--- config.mk ---
export PLATFORM = sky130hd
export DESIGN_NAME = mc_ctrl
export DESIGN_NICKNAME = d
export VERILOG_FILES = /design/src/rtl/mc_ctrl_pkg.sv /design/src/rtl/mc_decode.sv /design/src/rtl/mc_ctrl.sv
export SDC_FILE = /design/constraint.sdc
export NUM_CORES = 1
export LEC_CHECK = 0
export CELL_PAD_IN_SITES_DETAIL_PLACEMENT = 1
export CELL_PAD_IN_SITES_GLOBAL_PLACEMENT = 1
export CORE_MARGIN = 2
export CORE_UTILIZATION = 24
export CTS_CLUSTER_DIAMETER = 100
export DETAILED_ROUTE_END_ITERATION = 8
export PLACE_DENSITY_LB_ADDON = 0.1
export SYNTH_ARGS = -nofsm -noshare
export SYNTH_HDL_FRONTEND = slang
export SYNTH_SLANG_ARGS = --single-unit
--- constraint.sdc ---
create_clock -name clk -period 2.69 [get_ports clk]
set_input_delay 0.6725 -clock clk [delete_from_list [all_inputs] [get_ports clk]]
set_output_delay 0.6725 -clock clk [all_outputs]
set_load 0.05 [all_outputs]
--- src/rtl/mc_ctrl_pkg.sv ---
// mc_ctrl_pkg: shared definitions for the multi-cycle MIPS control unit.
//   - state_e     : FSM state codes (FETCH..WB); codes 5-7 are unused.
//   - instr_cls_e : instruction classes produced by mc_decode.
//   - opcode/funct constants for the supported instructions.
//   - encodings of the alu_op, npc_sel, reg_dst and wd_sel datapath selects.
package mc_ctrl_pkg;

  typedef enum logic [2:0] {
    ST_FETCH  = 3'd0,
    ST_DECODE = 3'd1,
    ST_EXEC   = 3'd2,
    ST_MEM    = 3'd3,
    ST_WB     = 3'd4
  } state_e;

  typedef enum logic [3:0] {
    CLS_ADDU,
    CLS_SUBU,
    CLS_JR,
    CLS_ORI,
    CLS_LUI,
    CLS_LW,
    CLS_SW,
    CLS_BEQ,
    CLS_J,
    CLS_JAL,
    CLS_OTHER
  } instr_cls_e;

  // Opcodes (IR[31:26])
  localparam logic [5:0] OP_RTYPE = 6'h00;
  localparam logic [5:0] OP_ORI   = 6'h0D;
  localparam logic [5:0] OP_LUI   = 6'h0F;
  localparam logic [5:0] OP_LW    = 6'h23;
  localparam logic [5:0] OP_SW    = 6'h2B;
  localparam logic [5:0] OP_BEQ   = 6'h04;
  localparam logic [5:0] OP_J     = 6'h02;
  localparam logic [5:0] OP_JAL   = 6'h03;

  // R-type funct codes (IR[5:0])
  localparam logic [5:0] FN_ADDU = 6'h21;
  localparam logic [5:0] FN_SUBU = 6'h23;
  localparam logic [5:0] FN_JR   = 6'h08;

  // alu_op encodings
  localparam logic [2:0] ALU_ADD = 3'd0;
  localparam logic [2:0] ALU_SUB = 3'd1;
  localparam logic [2:0] ALU_OR  = 3'd2;
  localparam logic [2:0] ALU_LUI = 3'd3;

  // npc_sel encodings
  localparam logic [1:0] NPC_PC4  = 2'd0;
  localparam logic [1:0] NPC_BR   = 2'd1;
  localparam logic [1:0] NPC_JUMP = 2'd2;
  localparam logic [1:0] NPC_REG  = 2'd3;

  // reg_dst encodings
  localparam logic [1:0] RDST_RT = 2'd0;
  localparam logic [1:0] RDST_RD = 2'd1;
  localparam logic [1:0] RDST_RA = 2'd2;

  // wd_sel encodings
  localparam logic [1:0] WD_ALU = 2'd0;
  localparam logic [1:0] WD_DM  = 2'd1;
  localparam logic [1:0] WD_PC4 = 2'd2;

endpackage

--- src/rtl/mc_decode.sv ---
// mc_decode: combinational opcode/funct -> instruction class mapping.
// Ports:
//   opcode [5:0] in  : IR[31:26]
//   func   [5:0] in  : IR[5:0]
//   cls          out : instruction class; anything unsupported (including
//                      the all-zero nop) maps to CLS_OTHER.
module mc_decode
  import mc_ctrl_pkg::*;
(
  input  logic [5:0]  opcode,
  input  logic [5:0]  func,
  output instr_cls_e  cls
);

  always_comb begin
    cls = CLS_OTHER;
    case (opcode)
      OP_RTYPE: begin
        case (func)
          FN_ADDU: cls = CLS_ADDU;
          FN_SUBU: cls = CLS_SUBU;
          FN_JR:   cls = CLS_JR;
          default: cls = CLS_OTHER;
        endcase
      end
      OP_ORI:  cls = CLS_ORI;
      OP_LUI:  cls = CLS_LUI;
      OP_LW:   cls = CLS_LW;
      OP_SW:   cls = CLS_SW;
      OP_BEQ:  cls = CLS_BEQ;
      OP_J:    cls = CLS_J;
      OP_JAL:  cls = CLS_JAL;
      default: cls = CLS_OTHER;
    endcase
  end

endmodule

--- src/rtl/mc_ctrl.sv ---
// mc_ctrl: multi-cycle control unit for the MIPS datapath.
// Steps each instruction through FETCH / DECODE / EXEC / MEM / WB and drives
// all datapath enables and selects combinationally from the registered state
// and the current opcode/func.
// Ports:
//   clk, reset (sync, active-high)
//   opcode[5:0], func[5:0]  instruction fields from IR
//   zero                    ALU zero flag (used by beq in EXEC)
//   mem_ready               DM access done (only with MC_MEM_WAIT_EN)
//   pc_we, ir_we, reg_we, mem_we          write enables
//   npc_sel[1:0], reg_dst[1:0], alu_src, alu_op[2:0], ext_op, wd_sel[1:0]
//   state[2:0]              current state (debug)
//   instr_done              pulse in the last cycle of each instruction
// Build option: define MC_MEM_WAIT_EN to hold MEM until mem_ready = 1;
// otherwise MEM lasts one cycle and mem_ready is ignored.
module mc_ctrl
  import mc_ctrl_pkg::*;
(
  input  logic       clk,
  input  logic       reset,
  input  logic [5:0] opcode,
  input  logic [5:0] func,
  input  logic       zero,
  input  logic       mem_ready,
  output logic       pc_we,
  output logic       ir_we,
  output logic       reg_we,
  output logic       mem_we,
  output logic [1:0] npc_sel,
  output logic [1:0] reg_dst,
  output logic       alu_src,
  output logic [2:0] alu_op,
  output logic       ext_op,
  output logic [1:0] wd_sel,
  output logic [2:0] state,
  output logic       instr_done
);

  state_e     state_q;
  state_e     state_d;
  instr_cls_e cls;
  logic       mem_done;

  // ALU controls selected in EXEC and held through MEM/WB
  logic       alu_src_x;
  logic       ext_op_x;
  logic [2:0] alu_op_x;

  mc_decode u_decode (
    .opcode (opcode),
    .func   (func),
    .cls    (cls)
  );

`ifdef MC_MEM_WAIT_EN
  assign mem_done = mem_ready;
`else
  logic unused_mem_ready;
  assign unused_mem_ready = mem_ready;
  assign mem_done         = 1'b1;
`endif

  always_ff @(posedge clk) begin
    if (reset) begin
      state_q <= ST_FETCH;
    end else begin
      state_q <= state_d;
    end
  end

  always_comb begin
    alu_src_x = 1'b0;
    ext_op_x  = 1'b0;
    alu_op_x  = ALU_ADD;
    case (cls)
      CLS_SUBU: alu_op_x = ALU_SUB;
      CLS_ORI: begin
        alu_src_x = 1'b1;
        alu_op_x  = ALU_OR;
      end
      CLS_LUI: begin
        alu_src_x = 1'b1;
        alu_op_x  = ALU_LUI;
      end
      CLS_LW, CLS_SW: begin
        alu_src_x = 1'b1;
        ext_op_x  = 1'b1;
      end
      CLS_BEQ: alu_op_x = ALU_SUB;
      default: ;
    endcase
  end

  always_comb begin
    state_d    = ST_FETCH;
    pc_we      = 1'b0;
    ir_we      = 1'b0;
    reg_we     = 1'b0;
    mem_we     = 1'b0;
    npc_sel    = NPC_PC4;
    reg_dst    = RDST_RT;
    alu_src    = 1'b0;
    alu_op     = ALU_ADD;
    ext_op     = 1'b0;
    wd_sel     = WD_ALU;
    instr_done = 1'b0;

    case (state_q)
      ST_FETCH: begin
        pc_we   = 1'b1;
        ir_we   = 1'b1;
        npc_sel = NPC_PC4;
        state_d = ST_DECODE;
      end

      ST_DECODE: begin
        if (cls == CLS_OTHER) begin
          instr_done = 1'b1;
        end else begin
          state_d = ST_EXEC;
        end
      end

      ST_EXEC: begin
        alu_src = alu_src_x;
        ext_op  = ext_op_x;
        alu_op  = alu_op_x;
        case (cls)
          CLS_ADDU, CLS_SUBU, CLS_ORI, CLS_LUI: state_d = ST_WB;
          CLS_LW, CLS_SW:                        state_d = ST_MEM;
          CLS_BEQ: begin
            pc_we      = zero;
            npc_sel    = NPC_BR;
            instr_done = 1'b1;
          end
          CLS_J: begin
            pc_we      = 1'b1;
            npc_sel    = NPC_JUMP;
            instr_done = 1'b1;
          end
          CLS_JAL: begin
            pc_we      = 1'b1;
            npc_sel    = NPC_JUMP;
            reg_we     = 1'b1;
            reg_dst    = RDST_RA;
            wd_sel     = WD_PC4;
            instr_done = 1'b1;
          end
          CLS_JR: begin
            pc_we      = 1'b1;
            npc_sel    = NPC_REG;
            instr_done = 1'b1;
          end
          default: ;
        endcase
      end

      ST_MEM: begin
        alu_src = alu_src_x;
        ext_op  = ext_op_x;
        alu_op  = alu_op_x;
        if (cls == CLS_SW) begin
          // mem_we is held for every MEM cycle while waiting on the DM
          mem_we = 1'b1;
          if (mem_done) begin
            instr_done = 1'b1;
          end else begin
            state_d = ST_MEM;
          end
        end else if (cls == CLS_LW) begin
          state_d = mem_done ? ST_WB : ST_MEM;
        end
      end

      ST_WB: begin
        alu_src    = alu_src_x;
        ext_op     = ext_op_x;
        alu_op     = alu_op_x;
        reg_we     = 1'b1;
        instr_done = 1'b1;
        if (cls == CLS_ADDU || cls == CLS_SUBU) begin
          reg_dst = RDST_RD;
        end
        if (cls == CLS_LW) begin
          wd_sel = WD_DM;
        end
      end

      // Unused codes 5-7: recover to FETCH with everything deasserted
      default: ;
    endcase

    // Reset overrides every output so no write lands on a reset edge
    if (reset) begin
      pc_we      = 1'b0;
      ir_we      = 1'b0;
      reg_we     = 1'b0;
      mem_we     = 1'b0;
      npc_sel    = NPC_PC4;
      reg_dst    = RDST_RT;
      alu_src    = 1'b0;
      alu_op     = ALU_ADD;
      ext_op     = 1'b0;
      wd_sel     = WD_ALU;
      instr_done = 1'b0;
    end
  end

  assign state = reset ? ST_FETCH : state_q;

endmodule

# Word level (Yosys, flattened, before mapping)

Index checks and enable logic that the tools add are counted.

Bits in read-only memories: 0
Bits in latches: 0
Register bits: 3
Output and inout bits: 19
Memories kept: 0
Bits in writable memories: 0

Order comparisons: 0
Eq/ne operators: 24
Add/subtract/negate cells: 0
Divide/modulo/power cells: 0
Bitwise logic cells: 0
Shift-type cells: 0
Multipliers: 0
Reductions and logical operators: 12
Muxes and demuxes: 42

Operator list:

| operator                                      | number |
|---|---|
| case mux 4 bit (8 select lines)               | 1 |
| == test 6 bit, second input constant          | 4 |
| two-way mux 1 bit                             | 19 |
| == test 6 x 4 -> 1 bit, second input constant | 3 |
| == test 4 x 3 -> 1 bit, second input constant | 4 |
| two-way mux 3 bit                             | 5 |
| == test 4 bit, second input constant          | 3 |
| == test 6 x 2 -> 1 bit, second input constant | 2 |
| two-way mux 2 bit                             | 6 |
| case mux 2 bit (3 select lines)               | 2 |
| case mux 3 bit (4 select lines)               | 1 |
| case mux 4 bit (3 select lines)               | 1 |
| OR reduction 4 bit                            | 3 |
| == test 4 x 2 -> 1 bit, second input constant | 2 |
| case mux 2 bit (2 select lines)               | 2 |
| == test 3 x 2 -> 1 bit, second input constant | 2 |
| == test 6 x 3 -> 1 bit, second input constant | 1 |
| zero test 6 bit                               | 1 |
| case mux 1 bit (2 select lines)               | 3 |
| case mux 3 bit (2 select lines)               | 1 |
| OR reduction 2 bit                            | 3 |
| OR reduction 3 bit                            | 2 |
| == test 4 x 1 -> 1 bit, second input constant | 1 |
| zero test 4 bit                               | 1 |
| other kinds (5)                               | 5 |

# Logic depth before layout (Yosys ltp)

Depth after elaboration: 8
Gate-level depth with buffers: 6

# Hierarchy

A second synthesis with hierarchy kept.

Cells, all modules: 117
Area total of the unflattened synthesis: 824.5 um^2

By module, submodules not included:

| module    | seq. area each (um^2) | area each (um^2) | instances | cells each |
|---|---|---|---|---|
| mc_ctrl   | 60.1                  | 578.1            | 1         | 81 |
| mc_decode | 0.0                   | 246.5            | 1         | 36 |

# Worst setup path after synthesis

No wires, ideal clock.

Kind: input to output
Start point: in opcode[5]
End point: out reg_we
Data required time: 2017 ps
Path slack: -1068 ps
Arrival time: 3085 ps
Buffers on the path: 0
Stages on the path: 5
Cell sequence: nor3_1 > and2_1 > nand3_1 > a211oi_1 > a21o_1

Longest elaborated chain between the ends: 6
Elaborated cells on any way between the ends: 13
Those cells by class: eq/ne: 8; mux: 4; reduce/logical: 1

RTL lines:

| element                                              | line            | source |
|---|---|---|
| start, declared                                      | mc_ctrl.sv:21   | `input logic [5:0] opcode,` |
| == test 6 x 2 -> 1 bit, or another cell as far along | mc_decode.sv:17 | `case (opcode)` |
| case mux 4 bit (8 select lines) *                    | mc_decode.sv:17 |  |
| == test 4 bit *                                      | mc_ctrl.sv:128  | `case (cls)` |
| two-way mux 1 bit *                                  | mc_ctrl.sv:128  |  |
| case mux 1 bit (2 select lines) *                    | mc_ctrl.sv:108  | `case (state_q)` |
| two-way mux 1 bit *                                  | mc_ctrl.sv:194  | `if (reset) begin` |
| end, declared                                        | mc_ctrl.sv:27   | `output logic reg_we,` |

Every way passes the cells marked *; elsewhere a longest branch is shown, timed or not.

# Worst setup path in the final report

Start point: in func[5]
End point: out instr_done

Longest elaborated chain between the ends: 8
Elaborated cells on any way between the ends: 17
Those cells by class: eq/ne: 9; mux: 7; reduce/logical: 1

RTL lines:

| element                                                        | line            | source |
|---|---|---|
| start, declared                                                | mc_ctrl.sv:22   | `input logic [5:0] func,` |
| == test 6 x 4 -> 1 bit / == test 6 bit (equally long branches) | mc_decode.sv:19 | `case (func)` |
| case mux 4 bit (3 select lines) *                              | mc_decode.sv:19 |  |
| case mux 4 bit (8 select lines) *                              | mc_decode.sv:17 |  |
| == test 4 x 2 -> 1 bit, or another cell as far along           | mc_ctrl.sv:128  |  |
| OR reduction 4 bit (no line)                                   | n/a             |  |
| two-way mux 1 bit                                              | mc_ctrl.sv:128  |  |
| case mux 1 bit (4 select lines) *                              | mc_ctrl.sv:108  |  |
| two-way mux 1 bit *                                            | mc_ctrl.sv:194  |  |
| end, declared                                                  | mc_ctrl.sv:36   | `output logic instr_done` |

Marks and branches as above.

==> results.json <==
{
  "number_of_drc_markers_in_iteration_0": 6,
  "fp-row-count": 18,
  "hold_end": "state_q[1]$_SDFF_PP0_",
  "drcViolationCount": 0,
  "cts_inserted_buffers": 3,
  "ys_ff_latch": 3,
  "portBuffers": 32,
  "gp_congestion": 0.744,
  "largest_register": "state_q",
  "die-height_microns": 54.6,
  "r2r-end": "state_q[1]$_SDFF_PP0_",
  "grt_pass1_vias": 1030,
  "regToRegStartpoint": "state_q[1]$_SDFF_PP0_",
  "num-nets-final": 183,
  "start_util": 0.250,
  "floorplan.core_area_sq_mm": 0.00245,
  "yosysWarnings": 0,
  "family_with_the_most_delay_on_the_worst_path": "compound AO/OA/AOI/OAI gates",
  "dpl.hpwl_microns": 2370,
  "crit_path_end_kind": "output pin",
  "post_synth_num_cell_types": 39,
  "power.sequential.fraction": 0.162,
  "max_stage_delay_ns": 0.52,
  "critPathLaunchType": "input pin",
  "sequential_cell_area_sq_um": 60.1,
  "overflow": 0,
  "n_antenna_cell": 0,
  "drv_slew": 0,
  "post_synth_fa_ha_maj_area_fraction": 0,
  "maximum_buffer_depth_of_the_clock_tree": 2,
  "net_count_synth": 108,
  "maxCapViolCount": 0,
  "max_freq_mhz": 327,
  "syn-mean-instance-area_sq_um": 6.68,
  "violated_checks": "negative setup slack",
  "cp_data_arrival_time_ns": 2.39,
  "intPower_mw": 0.189,
  "post_dp_cell_area_sq_mm": 0.00151,
  "grt_usage": 0.240,
  "largest_net_degree_at_the_start_of_global_routing": 10,
  "critPathMaxFanout": 4,
  "clock-sinks": 3,
  "setup_violations": 8,
  "cpMaxStageDelayCell": "sky130_fd_sc_hd__or4b_4",
  "worst_hold_path_type": "reg -> reg",
  "final_common_cell": "sky130_fd_sc_hd__buf_4",
  "cts-hold-fix-buffers": 0,
  "top_regs": "state_q x3",
  "synth_top_family_by_area": "simple AND/OR/NAND/NOR gates",
  "final.setup_skew_ns": 0.00173,
  "crit_buf_inv": 2,
  "avg_wl_per_cell_microns": 18.0,
  "clockPowerShare": 0.282,
  "grt_setup_unrepaired": "true",
  "grt_first_pass_wirelength_microns": 5000,
  "syn_to_final_growth_pct": 171,
  "synth_simple_gate_area_share": 0.450,
  "xor_xnor_fraction_of_synth_area": 0.0143,
  "ff2ff_setup_slack_ns": 1.51,
  "clk_transition_reported_paths_ns": 0.04,
  "fin_crit_ns": 3.06,
  "cellLeakagePower_nw": 0.664,
  "multiInputGateArea_sq_um": 666,
  "most-common-layout-cells": "39 x sky130_fd_sc_hd__buf_4, 17 x sky130_fd_sc_hd__buf_12, 9 x sky130_fd_sc_hd__buf_6, 8 x sky130_fd_sc_hd__nor2_1, 7 x sky130_fd_sc_hd__nand2_1",
  "routed_antenna_nets": 0,
  "fill_cell_total_of_the_finished_layout": 270,
  "fin_worst_hold_slack_ns": 0.515,
  "path_cells": "buf_6 > or4b_4 > a21o_1 > a211oi_4 > nand4b_1 > o211ai_1 > clkbuf_16",
  "drt_first_pass_iters": 3,
  "routed_via_density": 5.30,
  "holdCritStartpoint": "state_q[2]$_SDFF_PP0_",
  "synth.cell_area_sq_um": 614,
  "worstHoldPathCells": 1,
  "io_pins": 35,
  "cp_data_required_time_ns": 2.02,
  "cts_tree": "done",
  "p_total_mw": 0.308,
  "synth-compound-area-share": 0.320,
  "largest_reg_flops": 3,
  "utilization": 0.679,
  "synth-seq-area-share": 0.0978,
  "final_count_of_hold_timing_violations": 0,
  "post-route-cell-area_sq_mm": 0.00167,
  "fin_setup_tns_ns": -1.58,
  "die-area_sq_mm": 0.00298,
  "peakVddDrop_uv": 255,
  "clk-insertion-delay-late_ns": 0.25,
  "power.switching_fraction": 0.386,
  "clk_root_buffer_cell": "sky130_fd_sc_hd__clkbuf_4",
  "outcome": "finished, violations left",
  "post_synthesis_instance_total": 92,
  "worst-setup-path-type": "in -> out",
  "drt_wl_total_microns": 3530,
  "synth.area.mux_share": 0.0163,
  "final_layout_size_suffix_gt1_frac": 0.627,
  "power_density_mw_per_mm2": 185,
  "fin_ws_ns": -0.372,
  "fp.dieW_microns": 54.6,
  "power.share.combinational": 0.557,
  "max_h_tree_level": 1,
  "finalCritPeriodShare": 1.14,
  "power.net_switching_mw": 0.119,
  "reg2regPathDepth": 4,
  "grt_antenna_before_repair": 0,
  "routed-via-count": 1039
}
==> area by class of cell <==
type                       instances  area share
tap                               30      0.0225
multi-input combinational         77       0.399
inverter                           4     0.00901
timing repair buffer              78       0.517
clock buffer                       4      0.0158
sequential                         3      0.0360
==> synthesized netlist by cell type <==
cell,n,area [sq um]
sky130_fd_sc_hd__a32oi_1,1,8.76
sky130_fd_sc_hd__a211oi_1,2,15.0
sky130_fd_sc_hd__nor4bb_1,1,10.0
sky130_fd_sc_hd__nor2_1,12,45.0
sky130_fd_sc_hd__conb_1,1,3.75
sky130_fd_sc_hd__clkbuf_2,1,5.00
sky130_fd_sc_hd__nand3b_1,2,15.0
sky130_fd_sc_hd__nor3_1,5,25.0
sky130_fd_sc_hd__or3b_2,1,8.76
sky130_fd_sc_hd__o211ai_1,2,15.0
sky130_fd_sc_hd__or3_4,1,11.3
sky130_fd_sc_hd__nand3_2,1,10.0
sky130_fd_sc_hd__nand3_1,4,20.0
sky130_fd_sc_hd__o21ai_0,2,10.0
sky130_fd_sc_hd__clkbuf_1,1,3.75
sky130_fd_sc_hd__nand2_1,7,26.3
sky130_fd_sc_hd__a21o_1,3,22.5
sky130_fd_sc_hd__a2bb2oi_1,1,8.76
sky130_fd_sc_hd__dfxtp_1,3,60.1
sky130_fd_sc_hd__o2111a_1,1,11.3
sky130_fd_sc_hd__buf_4,2,15.0
sky130_fd_sc_hd__a22oi_1,1,7.51
sky130_fd_sc_hd__buf_2,4,20.0
sky130_fd_sc_hd__o31a_1,2,17.5
sky130_fd_sc_hd__or4b_1,2,20.0
sky130_fd_sc_hd__a21oi_1,4,20.0
sky130_fd_sc_hd__mux2i_1,1,10.0
sky130_fd_sc_hd__xnor2_1,1,8.76
sky130_fd_sc_hd__and2_1,1,6.26
sky130_fd_sc_hd__and4b_1,2,20.0
sky130_fd_sc_hd__inv_1,4,15.0
sky130_fd_sc_hd__a211oi_4,1,20.0
sky130_fd_sc_hd__nand2b_1,1,6.26
sky130_fd_sc_hd__nand4_1,2,12.5
sky130_fd_sc_hd__nor2b_1,3,18.8
sky130_fd_sc_hd__a41oi_1,1,8.76
sky130_fd_sc_hd__a31oi_1,5,31.3
sky130_fd_sc_hd__or2_2,2,12.5
sky130_fd_sc_hd__nand4b_1,1,8.76
==> power groups by stage <==
stage / Sequential, mW / Clock (mW) / Combinational, mW
final: 0.0498 / 0.0867 / 0.171
after global routing: 0.0501 / 0.0942 / 0.180
after CTS: 0.0496 / 0.0883 / 0.162
after detailed placement: 0.0503 / 0 / 0.152
after global placement: 0.0501 / 0 / 0.147
after floorplan: 0.0472 / 0 / 0.0731
==> per-layer routing <==
metal	wire (microns)	global-route usage	share of wire
met2	1980	0.442	0.56
met5	0	0	0
met4	78	0.104	0.022
met1	1380	0.265	0.39
met3	88	0.0383	0.025
==> stage by stage <==
| step | cells | worst slack [ns] |
|---|---|---|
| after floorplan | 92 | -0.266 |
| after global placement | 183 | -0.685 |
| after detailed placement | 183 | -0.751 |
| after CTS | 194 | -0.353 |
| after global routing | 196 | -0.466 |
| final | 196 | -0.372 |
==> worst max-delay path by stage <==
stage	from	to	slack, ns	cells past startpoint
6_report	func[5]	instr_done	-0.37	7
5_1_grt	func[5]	instr_done	-0.47	7
4_1_cts	func[5]	instr_done	-0.35	7
3_5_place_dp	func[0]	pc_we	-0.75	7
3_3_place_gp	func[0]	pc_we	-0.68	7
2_1_floorplan	opcode[0]	instr_done	-0.27	6
==> worst register-to-register path, cell delays in order, from the launching register on <==
cell and delay, ns:
sky130_fd_sc_hd__dfxtp_1 0.51, sky130_fd_sc_hd__inv_1 0.19, sky130_fd_sc_hd__nor3_1 0.20, sky130_fd_sc_hd__a31oi_1 0.07, sky130_fd_sc_hd__nor3_1 0.14
==> timing repair <==
action,in CTS,in global routing
endpoints found under the setup margin,14,12
pin swaps,18,9
gates resized for setup,58,9
setup buffers,7,2
==> logic make-up after synthesis <==
logic type             Yosys count
AND/OR/NAND/NOR                 48
AO/OA/AOI/OAI                   26
buffers and inverters           12
flip-flops                       3
XOR/XNOR                         1
multiplexers                     1
other                            1
Power figures use the tool's default switching activity.
